--- src/rtl/alu_seq_if.sv ---
// alu_seq_if: bundles every non-clock/reset signal of the ALU sequencer.
//   in_*     upstream operation handshake (valid/ready, operands, opcode)
//   alu_*    registered operands/opcode to the ALU and its results back
//   out_*    downstream result handshake plus status flags
//   op_count completed output handshakes (wraps modulo 2^CNT_W)
// slave  = sequencer view, master = environment (upstream/ALU/downstream) view.
interface alu_seq_if #(
  parameter int CNT_W = 8
);
  logic             in_valid;
  logic             in_ready;
  logic [3:0]       in_a;
  logic [3:0]       in_b;
  logic [3:0]       in_sel;
  logic [3:0]       alu_a;
  logic [3:0]       alu_b;
  logic [3:0]       alu_sel;
  logic [3:0]       alu_y;
  logic [7:0]       alu_x;
  logic             out_valid;
  logic             out_ready;
  logic [7:0]       out_res;
  logic             out_zero;
  logic             out_err;
  logic [CNT_W-1:0] op_count;

  modport slave (
    input  in_valid, in_a, in_b, in_sel, alu_y, alu_x, out_ready,
    output in_ready, alu_a, alu_b, alu_sel,
    output out_valid, out_res, out_zero, out_err, op_count
  );

  modport master (
    output in_valid, in_a, in_b, in_sel, alu_y, alu_x, out_ready,
    input  in_ready, alu_a, alu_b, alu_sel,
    input  out_valid, out_res, out_zero, out_err, op_count
  );
endinterface

--- src/rtl/alu_seq.sv ---
// alu_seq: operation sequencer in front of the combinational 4-bit ALU.
// Accepts one op at a time, registers operands/opcode to the ALU, waits one
// EXEC cycle for the ALU to settle, captures a normalised 8-bit result with
// zero/error flags and holds it until downstream takes it.
// Ports:
//   clk  rising-edge clock
//   rst  asynchronous active-high reset
//   bus  alu_seq_if.slave (upstream, ALU and downstream handshakes, op_count)
module alu_seq #(
  parameter int CNT_W = 8
) (
  input  logic      clk,
  input  logic      rst,
  alu_seq_if.slave  bus
);
  typedef enum logic [1:0] {IDLE, EXEC, OUT} state_t;

  state_t     state;
  logic       accept;
  logic [7:0] nres;
  logic       nerr;

  // A new op may enter while the previous result leaves in the same cycle,
  // so ready depends combinationally on out_ready.
  assign bus.in_ready = (state == IDLE) | ((state == OUT) & bus.out_ready);
  assign accept       = bus.in_valid & bus.in_ready;

  // Normalisation keyed on the registered opcode; unsupported opcodes and
  // divide-by-zero discard whatever the ALU produced.
  always_comb begin
    nres = {4'b0000, bus.alu_y};
    nerr = 1'b0;
    case (bus.alu_sel)
      4'b0010: nres = bus.alu_x;
      4'b0011: if (bus.alu_b == 4'd0) begin
        nres = 8'h00;
        nerr = 1'b1;
      end
      4'b0100, 4'b0101, 4'b0111: begin
        nres = 8'h00;
        nerr = 1'b1;
      end
      default: ;
    endcase
  end

  always_ff @(posedge clk or posedge rst) begin
    if (rst) begin
      state         <= IDLE;
      bus.alu_a     <= 4'h0;
      bus.alu_b     <= 4'h0;
      bus.alu_sel   <= 4'h0;
      bus.out_res   <= 8'h00;
      bus.out_zero  <= 1'b0;
      bus.out_err   <= 1'b0;
      bus.out_valid <= 1'b0;
      bus.op_count  <= '0;
    end else begin
      if (accept) begin
        bus.alu_a   <= bus.in_a;
        bus.alu_b   <= bus.in_b;
        bus.alu_sel <= bus.in_sel;
      end
      case (state)
        IDLE: if (accept) state <= EXEC;
        EXEC: begin
          bus.out_res   <= nres;
          bus.out_err   <= nerr;
          bus.out_zero  <= (nres == 8'h00) & ~nerr;
          bus.out_valid <= 1'b1;
          state         <= OUT;
        end
        OUT: if (bus.out_ready) begin
          bus.op_count  <= bus.op_count + 1'b1;
          bus.out_valid <= 1'b0;
          state         <= accept ? EXEC : IDLE;
        end
        default: state <= IDLE;
      endcase
    end
  end
endmodule

--- src/flat_wrapper.sv ---
// flat-port wrapper written by rule: the top's interface ports become plain ports
module alu_seq_flat 
#(
  parameter int CNT_W = 8
)
  (clk, rst, bus_in_valid, bus_in_a, bus_in_b, bus_in_sel, bus_alu_y, bus_alu_x, bus_out_ready, bus_in_ready, bus_alu_a, bus_alu_b, bus_alu_sel, bus_out_valid, bus_out_res, bus_out_zero, bus_out_err, bus_op_count);
  alu_seq_if #(.CNT_W(CNT_W)) bus_i ();
  input  logic clk;
  input  logic rst;
  input wire logic [$bits(bus_i.in_valid)-1:0] bus_in_valid;
  input wire logic [$bits(bus_i.in_a)-1:0] bus_in_a;
  input wire logic [$bits(bus_i.in_b)-1:0] bus_in_b;
  input wire logic [$bits(bus_i.in_sel)-1:0] bus_in_sel;
  input wire logic [$bits(bus_i.alu_y)-1:0] bus_alu_y;
  input wire logic [$bits(bus_i.alu_x)-1:0] bus_alu_x;
  input wire logic [$bits(bus_i.out_ready)-1:0] bus_out_ready;
  output wire logic [$bits(bus_i.in_ready)-1:0] bus_in_ready;
  output wire logic [$bits(bus_i.alu_a)-1:0] bus_alu_a;
  output wire logic [$bits(bus_i.alu_b)-1:0] bus_alu_b;
  output wire logic [$bits(bus_i.alu_sel)-1:0] bus_alu_sel;
  output wire logic [$bits(bus_i.out_valid)-1:0] bus_out_valid;
  output wire logic [$bits(bus_i.out_res)-1:0] bus_out_res;
  output wire logic [$bits(bus_i.out_zero)-1:0] bus_out_zero;
  output wire logic [$bits(bus_i.out_err)-1:0] bus_out_err;
  output wire logic [$bits(bus_i.op_count)-1:0] bus_op_count;
  assign bus_i.in_valid = bus_in_valid;
  assign bus_i.in_a = bus_in_a;
  assign bus_i.in_b = bus_in_b;
  assign bus_i.in_sel = bus_in_sel;
  assign bus_i.alu_y = bus_alu_y;
  assign bus_i.alu_x = bus_alu_x;
  assign bus_i.out_ready = bus_out_ready;
  assign bus_in_ready = bus_i.in_ready;
  assign bus_alu_a = bus_i.alu_a;
  assign bus_alu_b = bus_i.alu_b;
  assign bus_alu_sel = bus_i.alu_sel;
  assign bus_out_valid = bus_i.out_valid;
  assign bus_out_res = bus_i.out_res;
  assign bus_out_zero = bus_i.out_zero;
  assign bus_out_err = bus_i.out_err;
  assign bus_op_count = bus_i.op_count;
  alu_seq #(.CNT_W(CNT_W)) u_core (.clk(clk), .rst(rst), .bus(bus_i));
endmodule
--- config.mk ---
export PLATFORM = sky130hd
export DESIGN_NAME = alu_seq_flat
export DESIGN_NICKNAME = d
export VERILOG_FILES = /design/src/rtl/alu_seq_if.sv /design/src/rtl/alu_seq.sv /design/src/flat_wrapper.sv
export SDC_FILE = /design/constraint.sdc
export NUM_CORES = 1
export LEC_CHECK = 0
export CAP_MARGIN = 20
export CORE_ASPECT_RATIO = 0.6
export CORE_MARGIN = 2
export CORE_UTILIZATION = 35
export CTS_CLUSTER_DIAMETER = 30
export CTS_CLUSTER_SIZE = 25
export DETAILED_ROUTE_END_ITERATION = 16
export PLACE_DENSITY_LB_ADDON = 0.3
export SYNTH_ARGS = -nofsm -noshare
export SYNTH_HDL_FRONTEND = slang
export SYNTH_SLANG_ARGS = --single-unit
--- constraint.sdc ---
create_clock -name clk -period 1.7 [get_ports clk]
set_input_delay 0.34 -clock clk [delete_from_list [all_inputs] [get_ports clk]]
set_output_delay 0.34 -clock clk [all_outputs]
set_load 0.01 [all_outputs]
==> impl_metrics.toml <==
[finish]
final.fill_count = 358
multi_input_area_um2 = 654
syn_to_final_growth_pct = 50.7
layout-drive-gt1-share_pct = 17.7
fin_util_pct = 55.5
nets = 227
diodes = 0
seq_area_um2 = 830

[sta]
finalClockSkew_ns = 0.00619
fin_crit_ns = 1.64
max_slew_margin_pct = 73.2
period_share_pct = 96.2
slew_violations = 0
rsz0062_at_grt = "false"
worstMarginPinSlew_ns = 0.402
max_clock_freq_ghz = 0.611
setup_viol = 0
hold_viol = 0
fin_worst_hold_slack_ns = 0.446

[worst_setup_path]
cp.buffers_inverters = 3
reg2regPathDepth = 4
rrSetupSlack_ns = 0.19
critPathMaxStageDelay_ns = 0.48
timing.rr.end = "u_core.bus.out_res[3]$_DFFE_PP0P_"
cp-start-kind = "input pin"
crit_path_start = "bus_out_ready"
critical_path_arrival_ns = 1.30
cp_slowest_cell = "clkdlybuf4s50_1"
critical_path.top_delay_family = "buffers and inverters"
critical_path_required_ns = 1.36
crit_type = "in -> out"
crit_chain = "clkdlybuf4s50_1 -> inv_1 -> a21oi_2 -> clkdlybuf4s15_1"
crit_fanout = 2
end_kind = "output pin"
r2r-start = "u_core.bus.alu_sel[0]$_DFFE_PP0P_"

[pwr]
power.density_nw_per_um2 = 1280
peakVddDrop_mv = 0.540
p_leak_uw = 0.000988

[synth]
synthArstFlopShare_pct = 100
ys_seq_elements = 33
syn_avg_cell_area_um2 = 11.7
syn_area_um2 = 1530
syn_inst = 131
ys_warn_count = 0
synth-edff-count = 0
synth_nets = 160
yosysUniqueCellTypes = 38
ys_seq_area_share_pct = 53.8
synth_ff_type = "dfrtp_1"

[global_routing]
grt_start_max_net_pins = 34
globalRoute.busiestLayer = "met2"
gr-usage-met2_pct = 23.9
grt_pass1_vias = 1330
use_met1_pct = 21.7
grt_use_met3_pct = 6.43
gr-total-overflow = 0
grt_pass1_wl_um = 6120
antenna_found_initial = 0
groute.usage.overall_pct = 16.2

[routing]
drc_errors = 0
vias = 1213
vias_per_cell = 4.70
first_iter_violations = 47
ant_nets = 0
drtPass1Iterations = 4
totalWireLength_um = 3450
wl_per_cell_um = 13.4

[run_status]
status = "finished clean"

[clock_tree]
cts_tree = "built"
cts_sinks = 33
cts_buffers = 5
clk_pin_slew_ns = 0.07
cts.path.max_buffers = 2
clk_latency_ns = 0.28
cts_root_buf = "clkbuf_8"
htree_levels = 2

[die]
top_level_ports = 60
fp.coreArea_um2 = 4170
rows = 18
die_y_um = 55.3
die_area_um2 = 4950
initial_core_util_pct = 36.8
die_x_um = 89.5

[place]
dp_hpwl_um = 2640
place_congestion = 0.860
io_buffers = 59

[flow_run]
drv_cap = 0

[worst_hold_path]
hp-class = "in -> async"
[what timing repair did]
| item | CTS | global route |
|---|---|---|
| buffers inserted | 0 | 1 |
| gates resized for setup | 2 | 3 |
| hold buffers | 0 | 0 |
| setup endpoints to repair | 2 | 4 |
| pin swaps | 0 | 0 |
[worst max-delay path by stage]
stage                     cells after the start  slack (ns)                               to
after floorplan                               5        0.30  u_core.bus.alu_a[0]$_DFFE_PP0P_
after global placement                        4       -0.21                     bus_in_ready
after detailed placement                      4       -0.23                     bus_in_ready
after CTS                                     1      0.0009                   bus_alu_sel[2]
after global routing                          4        0.01                     bus_in_ready
final                                         4        0.06                     bus_in_ready
[kinds of logic after synthesis]
| kind of cell | count (synthesis) | share of synthesized area (%) |
|---|---|---|
| AO/OA/AOI/OAI | 19 | 9.30 |
| XOR/XNOR | 7 | 4.00 |
| adder cells (fa/ha/maj) | 1 | 0.816 |
| buffers and inverters | 9 | 3.51 |
| flip-flops | 33 | 53.8 |
| multiplexers | 13 | 11.7 |
| AND/OR/NAND/NOR | 49 | 16.9 |
[flip-flops by register name (all words and copies together) (netlist names)]
| name | flops |
|---|---|
| u_core.bus.alu_a | 4 |
| u_core.bus.out_valid | 1 |
| u_core.bus.out_err | 1 |
| u_core.bus.alu_sel | 4 |
| u_core.bus.out_zero | 1 |
| u_core.bus.op_count | 8 |
| u_core.state | 2 |
| u_core.bus.alu_b | 4 |
| u_core.bus.out_res | 8 |
[layout make-up]
type                            instances  share of cell area [%]
Inverter                                3                   0.487
Sequential cell                        33                    35.9
Tap cell                               60                    3.25
Clock buffer                            7                    3.73
Multi-Input combinational cell         89                    28.3
Timing Repair Buffer                   66                    28.4
[report_power, final]
group	internal, uW	total, uW	leakage, uW	switching (uW)
registers	1010	1200	0.000405	197
logic	708	1170	0.000538	465
clock network	321	577	0.0000443	256
[cells in the mapped netlist (2+ instances only)]
cell | n | area [um^2]
and2b_1 | 2 | 15.0
o21ai_0 | 6 | 30.0
clkbuf_1 | 3 | 11.3
dfrtp_1 | 33 | 826
xnor2_1 | 6 | 52.6
mux2_4 | 9 | 135
nand4_1 | 2 | 12.5
nand3_1 | 7 | 35.0
nand2b_1 | 2 | 12.5
mux2_2 | 3 | 33.8
and2_1 | 2 | 12.5
nand2_1 | 19 | 71.3
nand3b_1 | 2 | 15.0
inv_1 | 3 | 11.3
a31oi_1 | 4 | 25.0
nor2_1 | 6 | 22.5
[per-layer routing]
layer | wire (um) | part of all wire (%)
met2 | 1520 | 44
met4 | 48 | 1.4
met3 | 245 | 7.1
met5 | 0 | 0
met1 | 1640 | 47
[placed cells by master (no fill, tap or decap), types with 2 or more instances in the layout]
| cell type | n |
|---|---|
| a31oi_1 | 4 |
| and2_1 | 2 |
| and2b_1 | 2 |
| buf_4 | 6 |
| clkbuf_8 | 6 |
| clkdlybuf4s50_1 | 58 |
| dfrtp_1 | 30 |
| dfrtp_2 | 3 |
| inv_1 | 3 |
| mux2_2 | 3 |
| mux2_4 | 9 |
| nand2_1 | 19 |
| nand2b_1 | 2 |
| nand3_1 | 7 |
| nand3b_1 | 2 |
| nand4_1 | 2 |
| nor2_1 | 6 |
| o21ai_0 | 6 |
| xnor2_1 | 6 |
[metrics by stage]
| step | total power, uW | setup slack, ns | area (um^2) | setup TNS, ns | cells |
|---|---|---|---|---|---|
| CTS | 2970 | 0.000891 | 2300 | 0 | 257 |
| global placement | 2350 | -0.213 | 2210 | -1.40 | 250 |
| global route | 3160 | 0.0107 | 2310 | 0 | 258 |
| floorplan | 1760 | 0.298 | 1530 | 0 | 131 |
| detailed placement | 2380 | -0.233 | 2210 | -1.71 | 250 |
| finish | 2950 | 0.0646 | 2310 | 0 | 258 |
[worst reg2reg max path: stages (launching register included)]
cell and delay (ns):
dfrtp_2 0.45, and2b_1 0.30, nor3b_4 0.37, nand2_1 0.12, a31oi_1 0.20
No activity file was read; power rests on OpenSTA's default activity.
